<file path="src/rtl/csr_reg_file_pkg.sv">
// csr_reg_file_pkg
// Shared definitions for the machine-mode CSR block: data width, CSR
// addresses, mstatus bit positions, writable-field masks and the fixed misa
// value. Imported by csr_reg_file and csr_counter64.
package csr_reg_file_pkg;

  localparam int unsigned DATA_WIDTH = 32;
  localparam logic [DATA_WIDTH-1:0] ZERO = '0;

  localparam logic [11:0] CSR_MSTATUS   = 12'h300;
  localparam logic [11:0] CSR_MISA      = 12'h301;
  localparam logic [11:0] CSR_MIE       = 12'h304;
  localparam logic [11:0] CSR_MTVEC     = 12'h305;
  localparam logic [11:0] CSR_MSCRATCH  = 12'h340;
  localparam logic [11:0] CSR_MEPC      = 12'h341;
  localparam logic [11:0] CSR_MCAUSE    = 12'h342;
  localparam logic [11:0] CSR_MIP       = 12'h344;
  localparam logic [11:0] CSR_MCYCLE    = 12'hB00;
  localparam logic [11:0] CSR_MINSTRET  = 12'hB02;
  localparam logic [11:0] CSR_MCYCLEH   = 12'hB80;
  localparam logic [11:0] CSR_MINSTRETH = 12'hB82;
  localparam logic [11:0] CSR_MVENDORID = 12'hF11;
  localparam logic [11:0] CSR_MARCHID   = 12'hF12;
  localparam logic [11:0] CSR_MIMPID    = 12'hF13;
  localparam logic [11:0] CSR_MHARTID   = 12'hF14;

  localparam int unsigned MSTATUS_MIE    = 3;
  localparam int unsigned MSTATUS_MPIE   = 7;
  localparam int unsigned MSTATUS_MPP_LO = 11;
  localparam int unsigned MSTATUS_MPP_HI = 12;

  localparam int unsigned IRQ_SW_BIT    = 3;
  localparam int unsigned IRQ_TIMER_BIT = 7;
  localparam int unsigned IRQ_EXT_BIT   = 11;

  localparam logic [DATA_WIDTH-1:0] MIE_WMASK   = 32'h0000_0888;
  localparam logic [DATA_WIDTH-1:0] MTVEC_WMASK = 32'hFFFF_FFFD;
  localparam logic [DATA_WIDTH-1:0] MEPC_WMASK  = 32'hFFFF_FFFC;
  localparam logic [DATA_WIDTH-1:0] MISA_VALUE  = 32'h4000_0100;

  // mstatus as seen by software: MPP is hardwired to machine mode.
  function automatic logic [DATA_WIDTH-1:0] mstatus_view(input logic mie,
                                                          input logic mpie);
    logic [DATA_WIDTH-1:0] v;
    v = ZERO;
    v[MSTATUS_MPP_HI:MSTATUS_MPP_LO] = 2'b11;
    v[MSTATUS_MIE]  = mie;
    v[MSTATUS_MPIE] = mpie;
    return v;
  endfunction

endpackage

</file>
<file path="src/rtl/csr_reg_file_counter64.sv">
// csr_counter64
// 64-bit free-running counter with an increment enable and independent
// low/high half write strobes. A write to either half takes priority over the
// increment for the whole counter; the other half simply holds.
// Ports:
//   clk_i, rst_n_i   clock, async active-low reset
//   inc_en_i         increment by one this cycle
//   we_lo_i, we_hi_i write bits 31:0 / 63:32 with wdata_i
//   wdata_i          write data
//   count_o          current count
module csr_counter64
  import csr_reg_file_pkg::*;
(
  input  logic                  clk_i,
  input  logic                  rst_n_i,
  input  logic                  inc_en_i,
  input  logic                  we_lo_i,
  input  logic                  we_hi_i,
  input  logic [DATA_WIDTH-1:0] wdata_i,
  output logic [63:0]           count_o
);

  logic [63:0] count_q;

  always_ff @(posedge clk_i or negedge rst_n_i) begin
    if (!rst_n_i) begin
      count_q <= '0;
    end else if (we_lo_i) begin
      count_q <= {count_q[63:32], wdata_i};
    end else if (we_hi_i) begin
      count_q <= {wdata_i, count_q[31:0]};
    end else if (inc_en_i) begin
      count_q <= count_q + 64'd1;
    end
  end

  assign count_o = count_q;

endmodule

</file>
<file path="src/rtl/csr_reg_file.sv">
// csr_reg_file
// Machine-mode CSR storage. Returns the addressed CSR combinationally and
// commits software writes, trap entry and mret updates at the next rising
// edge. Also captures raw interrupt lines into mip and (optionally) keeps
// the 64-bit mcycle/minstret counters.
// Build option: define CSR_COUNTERS_EN to implement mcycle/minstret; without
// it those addresses stay mapped, read 0 and ignore writes.
// Ports:
//   clk_i, rst_n_i                      clock, async active-low reset
//   csr_raddr_i / csr_rdata_o           read address / combinational data
//   illegal_csr_o                       read address is unmapped
//   csr_we_i, csr_waddr_i, csr_wdata_i  software write
//   inst_retire_i                       instruction retired this cycle
//   trap_we_i, trap_mepc_i, trap_mcause_i  trap entry
//   mret_i                              mret this cycle
//   ext_irq_i, timer_irq_i, sw_irq_i    raw interrupt lines
//   mtvec_o, mepc_o                     current trap vector / return PC
//   global_int_en_o                     mstatus.MIE
//   irq_pending_o                       any enabled interrupt pending
module csr_reg_file
  import csr_reg_file_pkg::*;
#(
  parameter int unsigned           HART_ID     = 0,
  parameter logic [DATA_WIDTH-1:0] RESET_MTVEC = 32'h0000_0000
) (
  input  logic                  clk_i,
  input  logic                  rst_n_i,
  input  logic [11:0]           csr_raddr_i,
  output logic [DATA_WIDTH-1:0] csr_rdata_o,
  output logic                  illegal_csr_o,
  input  logic                  csr_we_i,
  input  logic [11:0]           csr_waddr_i,
  input  logic [DATA_WIDTH-1:0] csr_wdata_i,
  input  logic                  inst_retire_i,
  input  logic                  trap_we_i,
  input  logic [DATA_WIDTH-1:0] trap_mepc_i,
  input  logic [DATA_WIDTH-1:0] trap_mcause_i,
  input  logic                  mret_i,
  input  logic                  ext_irq_i,
  input  logic                  timer_irq_i,
  input  logic                  sw_irq_i,
  output logic [DATA_WIDTH-1:0] mtvec_o,
  output logic [DATA_WIDTH-1:0] mepc_o,
  output logic                  global_int_en_o,
  output logic                  irq_pending_o
);

  logic                  mstatus_mie_q;
  logic                  mstatus_mpie_q;
  logic [DATA_WIDTH-1:0] mtvec_q;
  logic [DATA_WIDTH-1:0] mepc_q;
  logic [DATA_WIDTH-1:0] mcause_q;
  logic [DATA_WIDTH-1:0] mscratch_q;
  logic [DATA_WIDTH-1:0] mie_q;
  logic [DATA_WIDTH-1:0] mip_q;
  logic [DATA_WIDTH-1:0] irq_vec;
  logic                  sw_we;

  // Trap entry and mret own the cycle; any software write alongside them is lost.
  assign sw_we = csr_we_i & ~trap_we_i & ~mret_i;

  always_comb begin
    irq_vec                = ZERO;
    irq_vec[IRQ_SW_BIT]    = sw_irq_i;
    irq_vec[IRQ_TIMER_BIT] = timer_irq_i;
    irq_vec[IRQ_EXT_BIT]   = ext_irq_i;
  end

  always_ff @(posedge clk_i or negedge rst_n_i) begin
    if (!rst_n_i) begin
      mstatus_mie_q  <= 1'b0;
      mstatus_mpie_q <= 1'b0;
      mtvec_q        <= RESET_MTVEC;
      mepc_q         <= ZERO;
      mcause_q       <= ZERO;
      mscratch_q     <= ZERO;
      mie_q          <= ZERO;
      mip_q          <= ZERO;
    end else begin
      mip_q <= irq_vec;
      if (trap_we_i) begin
        mepc_q         <= trap_mepc_i & MEPC_WMASK;
        mcause_q       <= trap_mcause_i;
        mstatus_mpie_q <= mstatus_mie_q;
        mstatus_mie_q  <= 1'b0;
      end else if (mret_i) begin
        mstatus_mie_q  <= mstatus_mpie_q;
        mstatus_mpie_q <= 1'b1;
      end else if (sw_we) begin
        case (csr_waddr_i)
          CSR_MSTATUS: begin
            mstatus_mie_q  <= csr_wdata_i[MSTATUS_MIE];
            mstatus_mpie_q <= csr_wdata_i[MSTATUS_MPIE];
          end
          CSR_MIE:      mie_q      <= csr_wdata_i & MIE_WMASK;
          CSR_MTVEC:    mtvec_q    <= csr_wdata_i & MTVEC_WMASK;
          CSR_MEPC:     mepc_q     <= csr_wdata_i & MEPC_WMASK;
          CSR_MCAUSE:   mcause_q   <= csr_wdata_i;
          CSR_MSCRATCH: mscratch_q <= csr_wdata_i;
          default: ;
        endcase
      end
    end
  end

`ifdef CSR_COUNTERS_EN
  logic [63:0] mcycle;
  logic [63:0] minstret;

  csr_counter64 u_mcycle (
    .clk_i    (clk_i),
    .rst_n_i  (rst_n_i),
    .inc_en_i (1'b1),
    .we_lo_i  (sw_we && (csr_waddr_i == CSR_MCYCLE)),
    .we_hi_i  (sw_we && (csr_waddr_i == CSR_MCYCLEH)),
    .wdata_i  (csr_wdata_i),
    .count_o  (mcycle)
  );

  csr_counter64 u_minstret (
    .clk_i    (clk_i),
    .rst_n_i  (rst_n_i),
    .inc_en_i (inst_retire_i),
    .we_lo_i  (sw_we && (csr_waddr_i == CSR_MINSTRET)),
    .we_hi_i  (sw_we && (csr_waddr_i == CSR_MINSTRETH)),
    .wdata_i  (csr_wdata_i),
    .count_o  (minstret)
  );
`else
  logic unused_retire;
  assign unused_retire = inst_retire_i;
`endif

  // No bypass from the write port: execute computes wdata from this value.
  always_comb begin
    csr_rdata_o   = ZERO;
    illegal_csr_o = 1'b0;
    case (csr_raddr_i)
      CSR_MSTATUS:   csr_rdata_o = mstatus_view(mstatus_mie_q, mstatus_mpie_q);
      CSR_MISA:      csr_rdata_o = MISA_VALUE;
      CSR_MIE:       csr_rdata_o = mie_q;
      CSR_MTVEC:     csr_rdata_o = mtvec_q;
      CSR_MSCRATCH:  csr_rdata_o = mscratch_q;
      CSR_MEPC:      csr_rdata_o = mepc_q;
      CSR_MCAUSE:    csr_rdata_o = mcause_q;
      CSR_MIP:       csr_rdata_o = mip_q;
      CSR_MVENDORID: csr_rdata_o = ZERO;
      CSR_MARCHID:   csr_rdata_o = ZERO;
      CSR_MIMPID:    csr_rdata_o = ZERO;
      CSR_MHARTID:   csr_rdata_o = DATA_WIDTH'(HART_ID);
`ifdef CSR_COUNTERS_EN
      CSR_MCYCLE:    csr_rdata_o = mcycle[31:0];
      CSR_MCYCLEH:   csr_rdata_o = mcycle[63:32];
      CSR_MINSTRET:  csr_rdata_o = minstret[31:0];
      CSR_MINSTRETH: csr_rdata_o = minstret[63:32];
`else
      CSR_MCYCLE:    csr_rdata_o = ZERO;
      CSR_MCYCLEH:   csr_rdata_o = ZERO;
      CSR_MINSTRET:  csr_rdata_o = ZERO;
      CSR_MINSTRETH: csr_rdata_o = ZERO;
`endif
      default:       illegal_csr_o = 1'b1;
    endcase
  end

  assign mtvec_o         = mtvec_q;
  assign mepc_o          = mepc_q;
  assign global_int_en_o = mstatus_mie_q;
  assign irq_pending_o   = |(mie_q & mip_q);

endmodule
</file>
<file path="config.mk">
export PLATFORM = sky130hd
export DESIGN_NAME = csr_reg_file
export DESIGN_NICKNAME = d
export VERILOG_FILES = /design/src/rtl/csr_reg_file_pkg.sv /design/src/rtl/csr_reg_file_counter64.sv /design/src/rtl/csr_reg_file.sv
export SDC_FILE = /design/constraint.sdc
export NUM_CORES = 1
export LEC_CHECK = 0
export ABC_AREA = 1
export CAP_MARGIN = 20
export CORE_ASPECT_RATIO = 0.6
export CORE_MARGIN = 2
export CORE_UTILIZATION = 44
export CTS_BUF_LIST = sky130_fd_sc_hd__clkbuf_2
export DETAILED_ROUTE_END_ITERATION = 6
export PLACE_DENSITY = 0.87
export SETUP_SLACK_MARGIN = 0.3
export SYNTH_ARGS = -nofsm -noshare
export SYNTH_HDL_FRONTEND = slang
export SYNTH_SLANG_ARGS = --single-unit
</file>
<file path="constraint.sdc">
create_clock -name clk_i -period 1.4 [get_ports clk_i]
set_input_delay 0.28 -clock clk_i [delete_from_list [all_inputs] [get_ports clk_i]]
set_output_delay 0.28 -clock clk_i [all_outputs]
set_load 0.01 [all_outputs]
</file>
# Yosys cells after proc, flatten, opt, wreduce, memory -nomap -nowiden
# Index checks and enable logic that the tools add are counted.
[totals] word_cells=67 register_bits=135 out_inout_bits=99
[op_classes] n_mux=18 n_bitwise=5 eq_ne=23 reduce_logical=13
[op_table] cell="$mux W32" n=8
[op_table] cell="$pmux W32 S8" n=1
[op_table] cell="$eq A12 B10 Y1 const B" n=14
[op_table] cell="$eq A12 B12 Y1 const B" n=8
[op_table] cell="$reduce_or A32 Y1" n=1
[op_table] cell="$reduce_or A16 Y1" n=1
[op_table] cell="$and A12 B12 Y12" n=1
[op_table] cell="$reduce_and A4 Y1" n=3
[op_table] cell="$mux W1" n=9
[op_table] cell="$reduce_and A3 Y1" n=2
[op_table] cell="$reduce_bool A2 Y1" n=3
[op_table] cell="$reduce_bool A3 Y1" n=2
[op_table] cell="$and A1 B1 Y1" n=2
[op_table] cell="$ne A2 B2 Y1 const B" n=1
[op_table] cell="$not A1 Y1" n=2
[op_table] cell="$reduce_and A2 Y1" n=1

# Longest topological paths before layout
[logic_depth] depth_word=6 ltp_mapped=9

# Worst setup path after synthesis
# OpenSTA, ideal clock, no wires.
[synth_path] path_kind="input to output" startpoint="input port csr_raddr_i[3]" endpoint="output port csr_rdata_o[14]" setup_slack_ns=-0.070 required_ns=1.120 arrival_time_ns=1.190 n_path_buf=1 path_stages=8 cell_sequence="inv_1 -> nand2_1 -> nor2_2 -> nand3_1 -> inv_2 -> buf_2 -> nand2_1 -> nand4_1"
[synth_between] elab_chain_len=2
[synth_rtl] item="start: declaration" line_no="csr_reg_file.sv:28" text="input logic [11:0] csr_raddr_i,"
[synth_rtl] item="$eq A12 B10 Y1" line_no="csr_reg_file.sv:138" text="case (csr_raddr_i)"
[synth_rtl] item="$pmux W32 S8 (*)" line_no="csr_reg_file.sv:138"
[synth_rtl] item="end: declaration" line_no="csr_reg_file.sv:29" text="output logic [DATA_WIDTH-1:0] csr_rdata_o,"
# Mark *: on every way between the ends. The rest lies on a longest branch, timed or not.

# Worst setup path in the final report
[layout_path] startpoint="register mie_q[11]" endpoint="output port csr_rdata_o[11]"
[layout_between] elab_chain_len=1
[layout_rtl] item="start: declaration" line_no="csr_reg_file.sv:54" text="logic [DATA_WIDTH-1:0] mie_q;"
[layout_rtl] item="start signal: assignment" line_no="csr_reg_file.sv:95" text="CSR_MIE: mie_q <= csr_wdata_i & MIE_WMASK;"
[layout_rtl] item="$pmux W32 S8" line_no="csr_reg_file.sv:138"
# Every way passes these cells.

==> flow_summary.json <==
{
  "status": "complete, but fails checks",
  "violations": "DRC, setup timing",
  "synthArstFlopShare": 1.000,
  "fin_skew_ps": 0.1175,
  "first_iter_violations": 959,
  "p_clk_frac": 0.311,
  "drt-total-wl_um": 35090,
  "initial_core_util": 0.4534,
  "comb_power_share": 0.246,
  "hold_end": "mtvec_o[10]",
  "place_hpwl_um": 18890,
  "synth_top_area_share": 0.4477,
  "synth_top_family_by_area": "simple AND/OR/NAND/NOR gates",
  "relSlewSlack": 0.5522,
  "tns_ps": -33420,
  "clock_path_buffers": 2,
  "synth-compound-area-share": 0.08416,
  "max_freq_mhz": 494.6,
  "r2r_start": "mepc_o[14]",
  "whs_ps": 35.25,
  "cts_tree": "yes",
  "grt_pass1_vias": 9247,
  "htree_levels": 4,
  "cts_root_buffer": "clkbuf_2",
  "track_usage": 0.3602,
  "period_minus_slack_ps": 2022,
  "r2r_end": "mepc_o[14]",
  "swShare": 0.2956,
  "drv_cap": 0,
  "seqPwrFrac": 0.443,
  "die_area_sq_um": 17980,
  "hold_violations": 0,
  "setup_viol": 96,
  "synth_warnings": 0,
  "synth-edff-count": 0,
  "min_path_type": "in2reg",
  "cp_common_cell": "nand2_1",
  "r2r_setup_slack_ps": 380,
  "internal_power_mw": 6.670,
  "worst_path_max_delay_cell": "dfrtp_1",
  "drive_gt1_frac": 0.4571,
  "fin_ws_ps": -621.6,
  "powerDensity_nw_per_um2": 685.9,
  "cp-end-kind": "primary output",
  "fp.dieH_um": 104.7,
  "ys_top_cells_by_area": "dfrtp_1 (45%), nand2_1 (23%), nand3_1 (9.6%)",
  "synth_xor_area_frac": 0,
  "design.core.area_sq_um": 16400,
  "clk_latency_ps": 730,
  "start_kind": "register",
  "holdCritStartpoint": "trap_we_i",
  "wire_per_inst_um": 20.55,
  "cp_cell_sequence": "nand3_1 -> nand2_1 -> nor2_2 -> nand2_1 -> buf_2",
  "synth.area.mux_share": 0,
  "critPathRequiredTime_ps": 1120,
  "port_buffers": 221,
  "syn_area_per_cell_sq_um": 7.433,
  "row_count": 36,
  "synth_fa_ha_area_frac": 0,
  "ant_nets": 0,
  "cp_max_fo": 2,
  "grt_first_pass_wirelength_um": 49290,
  "whs_path_depth": 6,
  "grt_overflow": 0,
  "cp_data_arrival_time_ps": 1740,
  "antenna_found_initial": 1,
  "synth_area_leader_cell": "dfrtp_1",
  "first_pass_iters": 7,
  "rsz0062_at_grt": "true",
  "synth_cells": 1000,
  "clkTransAtPathRegs_ps": 260,
  "leakage_nw": 7.221,
  "synth.distinct_cells": 28,
  "ys.flop_type": "dfrtp_1",
  "cts_num_sinks": 133,
  "drcViolationCount": 2,
  "worstRegToRegCells": 5,
  "cts_buffers": 17,
  "ys_ff_latch": 133,
  "drv_slew": 0,
  "vias": 9599,
  "viasPerCell": 5.620,
  "io_pins": 228,
  "syn_area_sq_um": 7433,
  "seq_area_frac_synth": 0.4477,
  "syn2layout_area_growth_pct": 85.71,
  "grt_max_degree": 53,
  "tightest_slew_ps": 671.7,
  "critPathKind": "reg2out",
  "nets": 1596,
  "cpPeakStageDelay_ps": 450,
  "post-route-period-util": 1.444,
  "yosys.area_share.simple": 0.3816,
  "place_congestion": 0.8861,
  "die_w_um": 171.8,
  "switchingPower_mw": 2.799,
  "vdd_ir_drop_max_mv": 0.5107
}
## synthesized netlist by cell type (2+ instances only)
| cell type | n |
|---|---|
| o21ai_2 | 63 |
| clkbuf_1 | 10 |
| nor2_4 | 4 |
| nand2_2 | 3 |
| inv_2 | 2 |
| nand4_1 | 24 |
| inv_1 | 62 |
| o21ai_0 | 12 |
| nand2_1 | 451 |
| nor2_1 | 28 |
| buf_4 | 10 |
| dfrtp_1 | 133 |
| buf_6 | 15 |
| nor2_2 | 5 |
| buf_1 | 6 |
| buf_2 | 19 |
| nand3_1 | 142 |
## cell usage in the layout (no fill, tap or decap), types with 3 or more instances in the layout
cell               n
buf_12            30
buf_16             8
buf_2             40
buf_4            111
buf_6            190
buf_8              3
bufbuf_16          5
bufinv_16          5
clkbuf_2          18
clkdlybuf4s15_1    3
clkdlybuf4s50_1   97
clkinv_2           3
clkinv_4           3
conb_1             3
dfrtp_1          132
dlygate4sd2_1      4
dlygate4sd3_1      5
dlymetal6s2s_1     7
inv_1             45
inv_2             12
inv_4              4
nand2_1          354
nand2_2           83
nand2_4           16
nand3_1           97
nand3_2           39
nand3_4            7
nand4_1           24
nor2_1            15
nor2_2             4
nor2_4            18
o21ai_0            9
o21ai_1            3
o21ai_2           63
## metrics by stage
stage	total power [mW]	instance area, sq um	instances	setup slack (ps)	utilization
2_1_floorplan	4.844	7941	1002	51.25	-
3_3_place_gp	5.829	11050	1503	-1160	0.6738
4_1_cts	9.086	13070	1650	-526.8	0.7973
5_1_grt	9.796	13800	1707	-685.4	0.8418
6_report	9.469	13800	1708	-621.6	0.8420
3_5_place_dp	5.873	11050	1503	-1169	0.6738
## power groups by stage
| stage | Clock, mW | Sequential, mW | Combinational, mW |
|---|---|---|---|
| global placement | 0 | 4.22 | 1.60 |
| finish | 2.94 | 4.20 | 2.33 |
| floorplan | 0 | 4.27 | 0.570 |
| CTS | 2.89 | 4.18 | 2.02 |
| global route | 3.11 | 4.22 | 2.47 |
| detailed placement | 0 | 4.24 | 1.63 |
## sequential cells by signal (all words and copies together), names as in the netlist
signal / count
mepc_o: 30
mstatus_mpie_q: 1
mscratch_q: 32
mtvec_o: 31
mip_q: 3
global_int_en_o: 1
mie_q: 3
mcause_q: 32
## final cells by class
class                   count  area (sq um)
diodes                      1         2.502
clock buffers              18         90.09
clock inverters            13         206.4
fillers                   904          2591
inverters                  64         266.5
multi-input cells         746          4224
flip-flops and latches    133          3329
well taps                 228         285.3
repair buffers            505          5400
## worst max-delay path: cells and delay by family, from the launching register on
family	cells	cell delay, ps
and+or+nand+nor	4	440
DFF	1	450
buffers and inverters	1	150
## worst max-delay path by stage
stage | from | cells past startpoint | endpoint
after floorplan | csr_raddr_i[4] | 7 | csr_rdata_o[14]
after global placement | csr_raddr_i[4] | 11 | csr_rdata_o[29]
after detailed placement | csr_raddr_i[4] | 8 | csr_rdata_o[15]
after CTS | mtvec_o[7] | 6 | csr_rdata_o[7]
after global routing | mtvec_o[7] | 6 | csr_rdata_o[7]
final | mie_q[11] | 5 | csr_rdata_o[11]
## what timing repair did
action,in CTS,in global routing
hold buffers,7,0
pin swaps,88,37
setup buffers,95,57
cloned,14,0
setup endpoints to repair,105,228
hold endpoints to repair,136,0
gates resized for setup,680,90
## cell families after synthesis
group                  count (synthesis)
AND/OR/NAND/NOR                      665
flip-flops                           133
buffers and inverters                124
AO/OA/AOI/OAI                         77
other                                  1
## metal layers
layer,global-route usage,routed length [um],vias up
met4,0.1351,1674,2
met3,0.1140,4380,171
met5,0,11,-
met1,0.4590,12800,4508
li1,-,-,4147
met2,0.5734,16220,771
(Power assumes the default switching activity.)
